`config.mk`:
```
export PLATFORM = sky130hd
export DESIGN_NAME = db_shift_ctrl_flat
export DESIGN_NICKNAME = d
export VERILOG_FILES = /design/src/rtl/db_shift_ctrl_if.sv /design/src/rtl/db_shift_ctrl.sv /design/src/flat_wrapper.sv
export SDC_FILE = /design/constraint.sdc
export NUM_CORES = 1
export LEC_CHECK = 0
export ABC_CLOCK_PERIOD_IN_PS = 2350
export CELL_PAD_IN_SITES_DETAIL_PLACEMENT = 0
export CELL_PAD_IN_SITES_GLOBAL_PLACEMENT = 1
export CORE_MARGIN = 1.5
export CORE_UTILIZATION = 41
export CTS_CLUSTER_DIAMETER = 150
export DETAILED_ROUTE_END_ITERATION = 8
export DONT_BUFFER_PORTS = 1
export PLACE_DENSITY_LB_ADDON = 0.1
export SYNTH_ARGS = -nofsm -noshare
export SYNTH_HDL_FRONTEND = slang
export SYNTH_SLANG_ARGS = --single-unit
```
`constraint.sdc`:
```
create_clock -name clk -period 2.35 [get_ports clk]
set_input_delay 0.47 -clock clk [delete_from_list [all_inputs] [get_ports clk]]
set_output_delay 0.47 -clock clk [all_outputs]
set_load 0.02 [all_outputs]
```
`src/rtl/db_shift_ctrl_if.sv`:
```
// Upstream database-word stream handshake into the shift controller.
// Only the control side of the stream lives here; the 512-bit payload goes
// straight to the shift register, which is loaded when the controller pulses `load`.
interface db_shift_ctrl_if;
    logic in_valid;   // upstream word available
    logic in_last;    // current word is the final database word
    logic in_ready;   // controller accepts the word this cycle

    modport master (output in_valid, output in_last, input in_ready);
    modport slave  (input in_valid, input in_last, output in_ready);
endinterface

```
`src/rtl/db_shift_ctrl.sv`:
```
// Sequencer for the database shift register of the seed-matching datapath.
// Presents one nucleotide per cycle. Each new word is loaded in the same
// cycle as the final shift of the previous word, so the overlap residue in
// the register is never lost. Also tracks the absolute position of the
// window head.
module db_shift_ctrl #(
    parameter int DATA_W = 512,
    parameter int POS_W  = 32
) (
    input  logic             clk,
    input  logic             rst,
    input  logic             start,
    db_shift_ctrl_if.slave   up,
    input  logic             hold,
    output logic             load,
    output logic             shift,
    output logic [8:0]       shift_no,
    output logic             stop,
    output logic             win_valid,
    output logic [POS_W-1:0] db_pos,
    output logic             busy,
    output logic             done
);

    // Index of the final nucleotide in a word (2 bits per nucleotide).
    localparam logic [8:0] LAST_IDX = 9'(DATA_W / 2 - 1);
    localparam logic [POS_W-1:0] POS_ONE = POS_W'(1);

    typedef enum logic [2:0] {
        S_IDLE,
        S_FILL,
        S_RUN,
        S_STARVE,
        S_DONE
    } state_t;

    state_t           state_q, state_d;
    logic [8:0]       cnt_q, cnt_d;
    logic             last_q, last_d;
    logic [POS_W-1:0] pos_q, pos_d;
    logic             in_ready_c;

    // Next-state and control decode.
    // NOTE: every output and next-state variable gets a default before the
    // case statement, so no path can leave one unassigned and infer a latch.
    always_comb begin
        state_d    = state_q;
        cnt_d      = cnt_q;
        last_d     = last_q;
        pos_d      = pos_q;
        load       = 1'b0;
        shift      = 1'b0;
        stop       = 1'b0;
        in_ready_c = 1'b0;

        case (state_q)
            S_IDLE: begin
                if (start) begin
                    pos_d   = '0;
                    state_d = S_FILL;
                end
            end

            // First word: load only. The register holds no data yet, so
            // there is nothing to shift, and hold has no meaning here.
            S_FILL: begin
                in_ready_c = 1'b1;
                if (up.in_valid) begin
                    load    = 1'b1;
                    cnt_d   = '0;
                    last_d  = up.in_last;
                    state_d = S_RUN;
                end
            end

            // Hold wins over everything, including a pending word boundary.
            S_RUN: begin
                if (hold) begin
                    stop = 1'b1;
                end else if (cnt_q < LAST_IDX) begin
                    shift = 1'b1;
                    cnt_d = cnt_q + 9'd1;
                    pos_d = pos_q + POS_ONE;
                end else if (last_q) begin
                    shift   = 1'b1;
                    pos_d   = pos_q + POS_ONE;
                    state_d = S_DONE;
                end else if (up.in_valid) begin
                    // Boundary: the final shift and the next load share one cycle.
                    load       = 1'b1;
                    shift      = 1'b1;
                    in_ready_c = 1'b1;
                    cnt_d      = '0;
                    last_d     = up.in_last;
                    pos_d      = pos_q + POS_ONE;
                end else begin
                    // Never cross the boundary without a load; wait for data.
                    state_d = S_STARVE;
                end
            end

            S_STARVE: begin
                in_ready_c = !hold;
                stop       = hold;
                if (up.in_valid && !hold) begin
                    load    = 1'b1;
                    shift   = 1'b1;
                    cnt_d   = '0;
                    last_d  = up.in_last;
                    pos_d   = pos_q + POS_ONE;
                    state_d = S_RUN;
                end
            end

            S_DONE: begin
                state_d = S_IDLE;
            end

            default: begin
                state_d = S_IDLE;
            end
        endcase
    end

    // State and datapath registers with synchronous reset.
    // NOTE: sequential state uses non-blocking assignments so every register
    // samples the pre-edge values, independent of statement order.
    always_ff @(posedge clk) begin
        if (rst) begin
            state_q <= S_IDLE;
            cnt_q   <= '0;
            last_q  <= 1'b0;
            pos_q   <= '0;
        end else begin
            state_q <= state_d;
            cnt_q   <= cnt_d;
            last_q  <= last_d;
            pos_q   <= pos_d;
        end
    end

    assign up.in_ready = in_ready_c;
    assign win_valid   = shift;
    assign shift_no    = cnt_q;
    assign db_pos      = pos_q;
    assign busy        = (state_q != S_IDLE);
    assign done        = (state_q == S_DONE);

endmodule

```
`src/flat_wrapper.sv`:
```
// flat-port wrapper written by rule: the top's interface ports become plain ports
module db_shift_ctrl_flat 
#(
    parameter int DATA_W = 512,
    parameter int POS_W  = 32
)
  (clk, rst, start, hold, load, shift, shift_no, stop, win_valid, db_pos, busy, done, up_in_valid, up_in_last, up_in_ready);
  db_shift_ctrl_if up_i ();
  input  logic clk;
  input  logic rst;
  input  logic start;
  input  logic hold;
  output logic load;
  output logic shift;
  output logic [8:0] shift_no;
  output logic stop;
  output logic win_valid;
  output logic [POS_W-1:0] db_pos;
  output logic busy;
  output logic done;
  input wire logic [$bits(up_i.in_valid)-1:0] up_in_valid;
  input wire logic [$bits(up_i.in_last)-1:0] up_in_last;
  output wire logic [$bits(up_i.in_ready)-1:0] up_in_ready;
  assign up_i.in_valid = up_in_valid;
  assign up_i.in_last = up_in_last;
  assign up_in_ready = up_i.in_ready;
  db_shift_ctrl #(.DATA_W(DATA_W), .POS_W(POS_W)) u_core (.clk(clk), .rst(rst), .start(start), .up(up_i), .hold(hold), .load(load), .shift(shift), .shift_no(shift_no), .stop(stop), .win_valid(win_valid), .db_pos(db_pos), .busy(busy), .done(done));
endmodule
```
; Word level (Yosys, flattened, before mapping)
; Cells that the tools add are included.
[word_totals]
register_bits = 45
latch_bits = 0
ramBits = 0
rom_bits = 0
inputBits = 6
out_inout_bits = 48
word_cells = 70
memories = 0
[classes]
addsub = 2
n_mul = 0
n_div = 0
magnitude_cmp = 1
n_eq_ne = 12
n_shift = 0
n_mux = 41
bitwise = 0
n_reduce_logical = 10
[ops]
columns = cell, n
row1 = $mux W32, 6
row2 = $pmux W32 S3, 1
row3 = $mux W9, 5
row4 = $add A32 B1 Y32 const B, 1
row5 = $pmux W9 S3, 1
row6 = $mux W3, 7
row7 = $mux W1, 15
row8 = $pmux W3 S4, 1
row9 = $reduce_and A5 Y1, 2
row10 = $add A9 B1 Y9 const B, 1
row11 = $lt A9 B8 Y1 const B, 1
row12 = $pmux W1 S3, 3
row13 = $reduce_bool A3 Y1, 3
row14 = $ne A2 B2 Y1 const B, 4
row15 = $eq A3 B2 Y1 const B, 2
row16 = $reduce_and A6 Y1, 1
row17 = $ne A4 B2 Y1 const B, 1
row18 = $pmux W1 S2, 2
row19 = $reduce_and A4 Y1, 1
row20 = $eq A3 B1 Y1 const B, 1
row21 = $eq A3 B3 Y1 const B, 1
row22 = $logic_not A3 Y1, 1
row23 = $ne A3 B2 Y1 const B, 1
row24 = $ne A3 B3 Y1 const B, 1
row25 = 3 further kinds, 3

; Depth between registers and ports, before layout
; Gate-level depths: netlist (run 1).
[depth]
ltp_word = 6
mapped_depth = 8
ltp_nobuf = 6

; Worst setup path after synthesis (run 1)
; OpenSTA, ideal clock, no wires.
[synth_timing]
path_type = register to output
from = register u_core.cnt_q[2] (netlist: u_core.shift_no[2])
to = output port up_in_ready
arrival_time_ns = 2.018
required_time_ns = 1.880
slack_ns = -0.138
path_stages_with_launch = 6
n_path_buf = 1
path_cell_list = dfxtp_1 and4_1 buf_2 a21oi_1 or4_1 a21boi_0
[synth_via]
elab_chain_len = 4
[synth_rtl]
columns = item, line_no
row1 = start: declaration, db_shift_ctrl.sv:38  ; logic [8:0] cnt_q, cnt_d;
row2 = start signal: assignment, db_shift_ctrl.sv:136  ; cnt_q <= cnt_d;
row3 = $lt A9 B8 Y1, db_shift_ctrl.sv:80  ; end else if (cnt_q < LAST_IDX) begin
row4 = $mux W1, db_shift_ctrl.sv:80
row5 = $mux W1, db_shift_ctrl.sv:78  ; if (hold) begin
row6 = $pmux W1 S3, db_shift_ctrl.sv:56  ; case (state_q)
row7 = end: declaration, flat_wrapper.sv:23  ; output wire logic [$bits(up_i.in_ready)-1:0] up_in_ready;
; Every way passes these cells.

; Final worst setup path (run 1)
[layout_timing]
from = register u_core.state_q[0]
to = output port up_in_ready
[layout_via]
elab_chain_len = 2
word_cells_on_any_way = 4
classes_between = eq/ne: 3 / mux: 1
[layout_rtl]
columns = item, line_no
row1 = start: declaration, db_shift_ctrl.sv:37  ; state_t state_q, state_d;
row2 = start signal: assignment, db_shift_ctrl.sv:135  ; state_q <= state_d;
row3 = $eq A3 B2 Y1 or $eq A3 B1 Y1 (tied branches), db_shift_ctrl.sv:56
row4 = $pmux W1 S3 (*), db_shift_ctrl.sv:56
; Every way passes the cells marked *; elsewhere a longest branch is shown, timed or not.

==> flow_metrics.tcl, run 1 <==
set metrics [dict create \
    outcome "complete, no violations" \
    cts_tree "built" \
    min_period_ps 2300 \
    die_area_um2 6860 \
    ir_drop_v 0.000276 \
    slew_viol_final 0 \
    path_clk_slew_ps 80 \
    synthArstFlopShare_pct 0 \
    cp.arrival_ps 1830 \
    die_x_um 82.8 \
    yosysWarningCount 0 \
    worst_pin_slew_ps 574 \
    insertion_delay_ps 300 \
    crit_path_max_fanout 4 \
    seq_area_um2 915 \
    multi_input_area_um2 1630 \
    wirelength_um 8180 \
    dp_hpwl_um 5770 \
    yosys_most_used_dff "dfxtp_1" \
    slew_headroom_pct 61.5 \
    finalSetupViolCount 0 \
    required_ps 1880 \
    die_h_um 82.8 \
    fin_ws_ps 48.1 \
    hold_slack_ps 231 \
    io_pins 54 \
    gp_congestion 0.892 \
    fin_crit_sh_pct 98.0 \
    cts_hold_buf 0 \
    fin_tns_setup_ps 0 \
    syn_area_per_cell_um2 7.80 \
    synth_cells 335 \
    syn-num-nets 343 \
    r2r_start "u_core.state_q[2]$_SDFFE_PP0P_" \
    cts_max_path_buffers 2 \
    start_kind "flop" \
    grt_setup_unrepaired "yes" \
    whs_endpoint "u_core.shift_no[8]$_SDFFE_PP0P_" \
    vias 2903 \
    place_ws_ps 2.52 \
    synth_edf_count 0 \
    start_util_pct 43.4 \
    syn-cell-area_um2 2610 \
    worstHoldStart "rst" \
    placed_cells 444 \
    num_rows 28 \
    grt_antenna_before_repair 0 \
    clock-sinks 45 \
    fillCellCount 593 \
    drc 0 \
    viasPerCell 6.27 \
    hold_violations 0 \
    wl_per_cell_um 17.7 \
    max_freq_mhz 434 \
    cp-end-kind "primary output" \
    areaGrowthSynthToFinish_pct 25.4 \
    reg2reg_depth 6 \
    htreeDepth 2 \
    holdPathStages 1 \
    cap_violations 0 \
    gr-total-overflow 0 \
    numCtsBuffers 5 \
    antenna_cells 0 \
    first_pass_iters 7 \
    root_buffer "clkbuf_8" \
    drtIter0Drc 340 \
    core_um2 6030 \
    ys_seq_area_share_pct 34.5 \
    reg2reg_slack_ps 140 \
    layout-drive-gt1-share_pct 24.0 \
    grt_pass1_wl_um 13600 \
    grt_usage_pct 23.7 \
    yosysUniqueCellTypes 53 \
    grt_pass1_vias 2661 \
    powerDensity_nw_per_um2 606 \
    grt_max_degree 41 \
    p_leak_nw 1.25 \
    stdcell_count 463 \
    finClkSkew_ps 8.01 \
    synth-seq-cells 45 \
    hold_class "in -> reg" \
    finalNetCount 395 \
    r2r_end "u_core.db_pos[28]$_SDFFE_PP0P_" \
    drtAntennaViolNets 0 \
    numPortBuffers 0 \
    crit_type "reg -> out" \
]
## worst max-delay path: stages, from the launching register on
cell	delay, ps
dfxtp_4	370
or3b_4	380
or4_4	490
a21boi_2	150
buf_4	150
## worst max path at each step
stage	start	to	slack (ps)	depth (start not counted)
floorplan	u_core.shift_no[2]$_SDFFE_PP0P_	up_in_ready	6	5
global placement	u_core.state_q[0]$_SDFFE_PP0P_	win_valid	40	5
CTS	u_core.shift_no[7]$_SDFFE_PP0P_	up_in_ready	20	5
global route	u_core.state_q[2]$_SDFFE_PP0P_	win_valid	-7	5
detailed placement	u_core.shift_no[2]$_SDFFE_PP0P_	win_valid	3	6
finish	u_core.state_q[0]$_SDFFE_PP0P_	up_in_ready	50	4
## logic make-up after synthesis
group	share of synthesized area, %
compound gates	31.0
buf+inv	4.12
simple gates	29.0
mux	0.383
fa+ha+maj	0.958
flops	34.5
## layout by cell type (no fill, tap or decap), types with 5 or more instances in the layout
cell       n
dfxtp_1   38
inv_1      6
nand2_1   28
nand3_1   20
nor3_1     8
or4_1      7
a21oi_1   29
a211o_1    5
o211ai_1   8
dfxtp_2    5
a31oi_1   11
nand2b_1   5
o21ai_0   19
buf_4     63
clkbuf_8   6
nand4_1   10
nor2_1    33
a211oi_1   7
a311oi_1   6
nor4_1     6
o211a_1    7
## power by group
| part | internal, mW | switching [mW] | leakage (nW) | total [mW] |
|---|---|---|---|---|
| Clock | 0.347 | 0.272 | 0.0585 | 0.619 |
| Sequential | 0.781 | 0.0158 | 0.367 | 0.796 |
| Combinational | 0.226 | 0.344 | 0.820 | 0.571 |
## state kept, by name, summed over array words and instances (netlist names)
| signal | count |
|---|---|
| u_core.db_pos | 32 |
| u_core.last_q | 1 |
| u_core.shift_no | 9 |
| u_core.state_q | 3 |
## through the flow
step                      cell area, um2  utilization [%]  total power [mW]
final                               3280             54.4              1.99
after floorplan                     2620                -              1.15
after CTS                           3200             53.1              1.97
after global placement              3040             50.4              1.32
after detailed placement            3040             50.4              1.33
after global routing                3280             54.4              2.08
## timing repair
item                       4_1_cts  5_1_grt
pin swaps                        2        8
setup endpoints to repair        6       11
buffers inserted                 4        7
resized for setup                8       12
## synthesized netlist by cell type, drive strengths merged, types with 2 or more instances
| master | n | area share [%] |
|---|---|---|
| or3 | 4 | 0.96 |
| dfxtp | 45 | 34 |
| nand2b | 5 | 1.2 |
| a221oi | 2 | 0.67 |
| nand3 | 21 | 4.2 |
| a21boi | 2 | 0.57 |
| o21ai | 20 | 3.8 |
| a31oi | 11 | 2.6 |
| nand2 | 28 | 4.0 |
| a211oi | 8 | 2.8 |
| nor2b | 3 | 0.72 |
| nor3b | 3 | 0.86 |
| a41oi | 2 | 0.67 |
| ha | 2 | 0.96 |
| o211a | 7 | 2.7 |
| o211ai | 8 | 2.3 |
| buf | 6 | 1.2 |
| o31ai | 3 | 0.86 |
| a311oi | 6 | 2.0 |
| or4 | 8 | 2.3 |
| a211o | 5 | 1.7 |
| and3 | 4 | 0.96 |
| nor2 | 34 | 5.0 |
| a22oi | 4 | 1.1 |
| a21oi | 29 | 5.6 |
| nand4 | 10 | 2.4 |
| inv | 6 | 0.86 |
| o2111ai | 2 | 0.67 |
| nor3 | 8 | 1.5 |
| nor4 | 7 | 2.3 |
| and4 | 3 | 1.0 |
| a21o | 2 | 0.57 |
| clkbuf | 13 | 1.9 |
## routing by layer
layer | vias to the layer above | global-route usage, % | share of wire (%)
li1 | 1397 | - | -
met1 | 1372 | 35.4 | 48
met2 | 127 | 34.6 | 43
met3 | 7 | 5.37 | 7.6
met4 | 0 | 5.30 | 0.81
met5 | - | 0 | 0
## final cells by class
| cell class | instances | area share, % |
|---|---|---|
| Tap cell | 75 | 2.86 |
| Timing Repair Buffer | 64 | 15.0 |
| Clock inverter | 1 | 0.916 |
| Inverter | 7 | 0.878 |
| Multi-Input combinational cell | 264 | 49.8 |
| Clock buffer | 7 | 2.63 |
| Sequential cell | 45 | 27.9 |
(Power assumes the default switching activity.)
==> inputs of run 2 (changes only) <==
--- a/config.mk
+++ b/config.mk
@@ -6,6 +6,7 @@
 export NUM_CORES = 1
 export LEC_CHECK = 0
 export ABC_CLOCK_PERIOD_IN_PS = 2350
+export CAP_MARGIN = 0
 export CELL_PAD_IN_SITES_DETAIL_PLACEMENT = 0
 export CELL_PAD_IN_SITES_GLOBAL_PLACEMENT = 1
 export CORE_MARGIN = 1.5
==> results of run 2 <==
Final layout, timing and power as in run 1 (identical DEF).
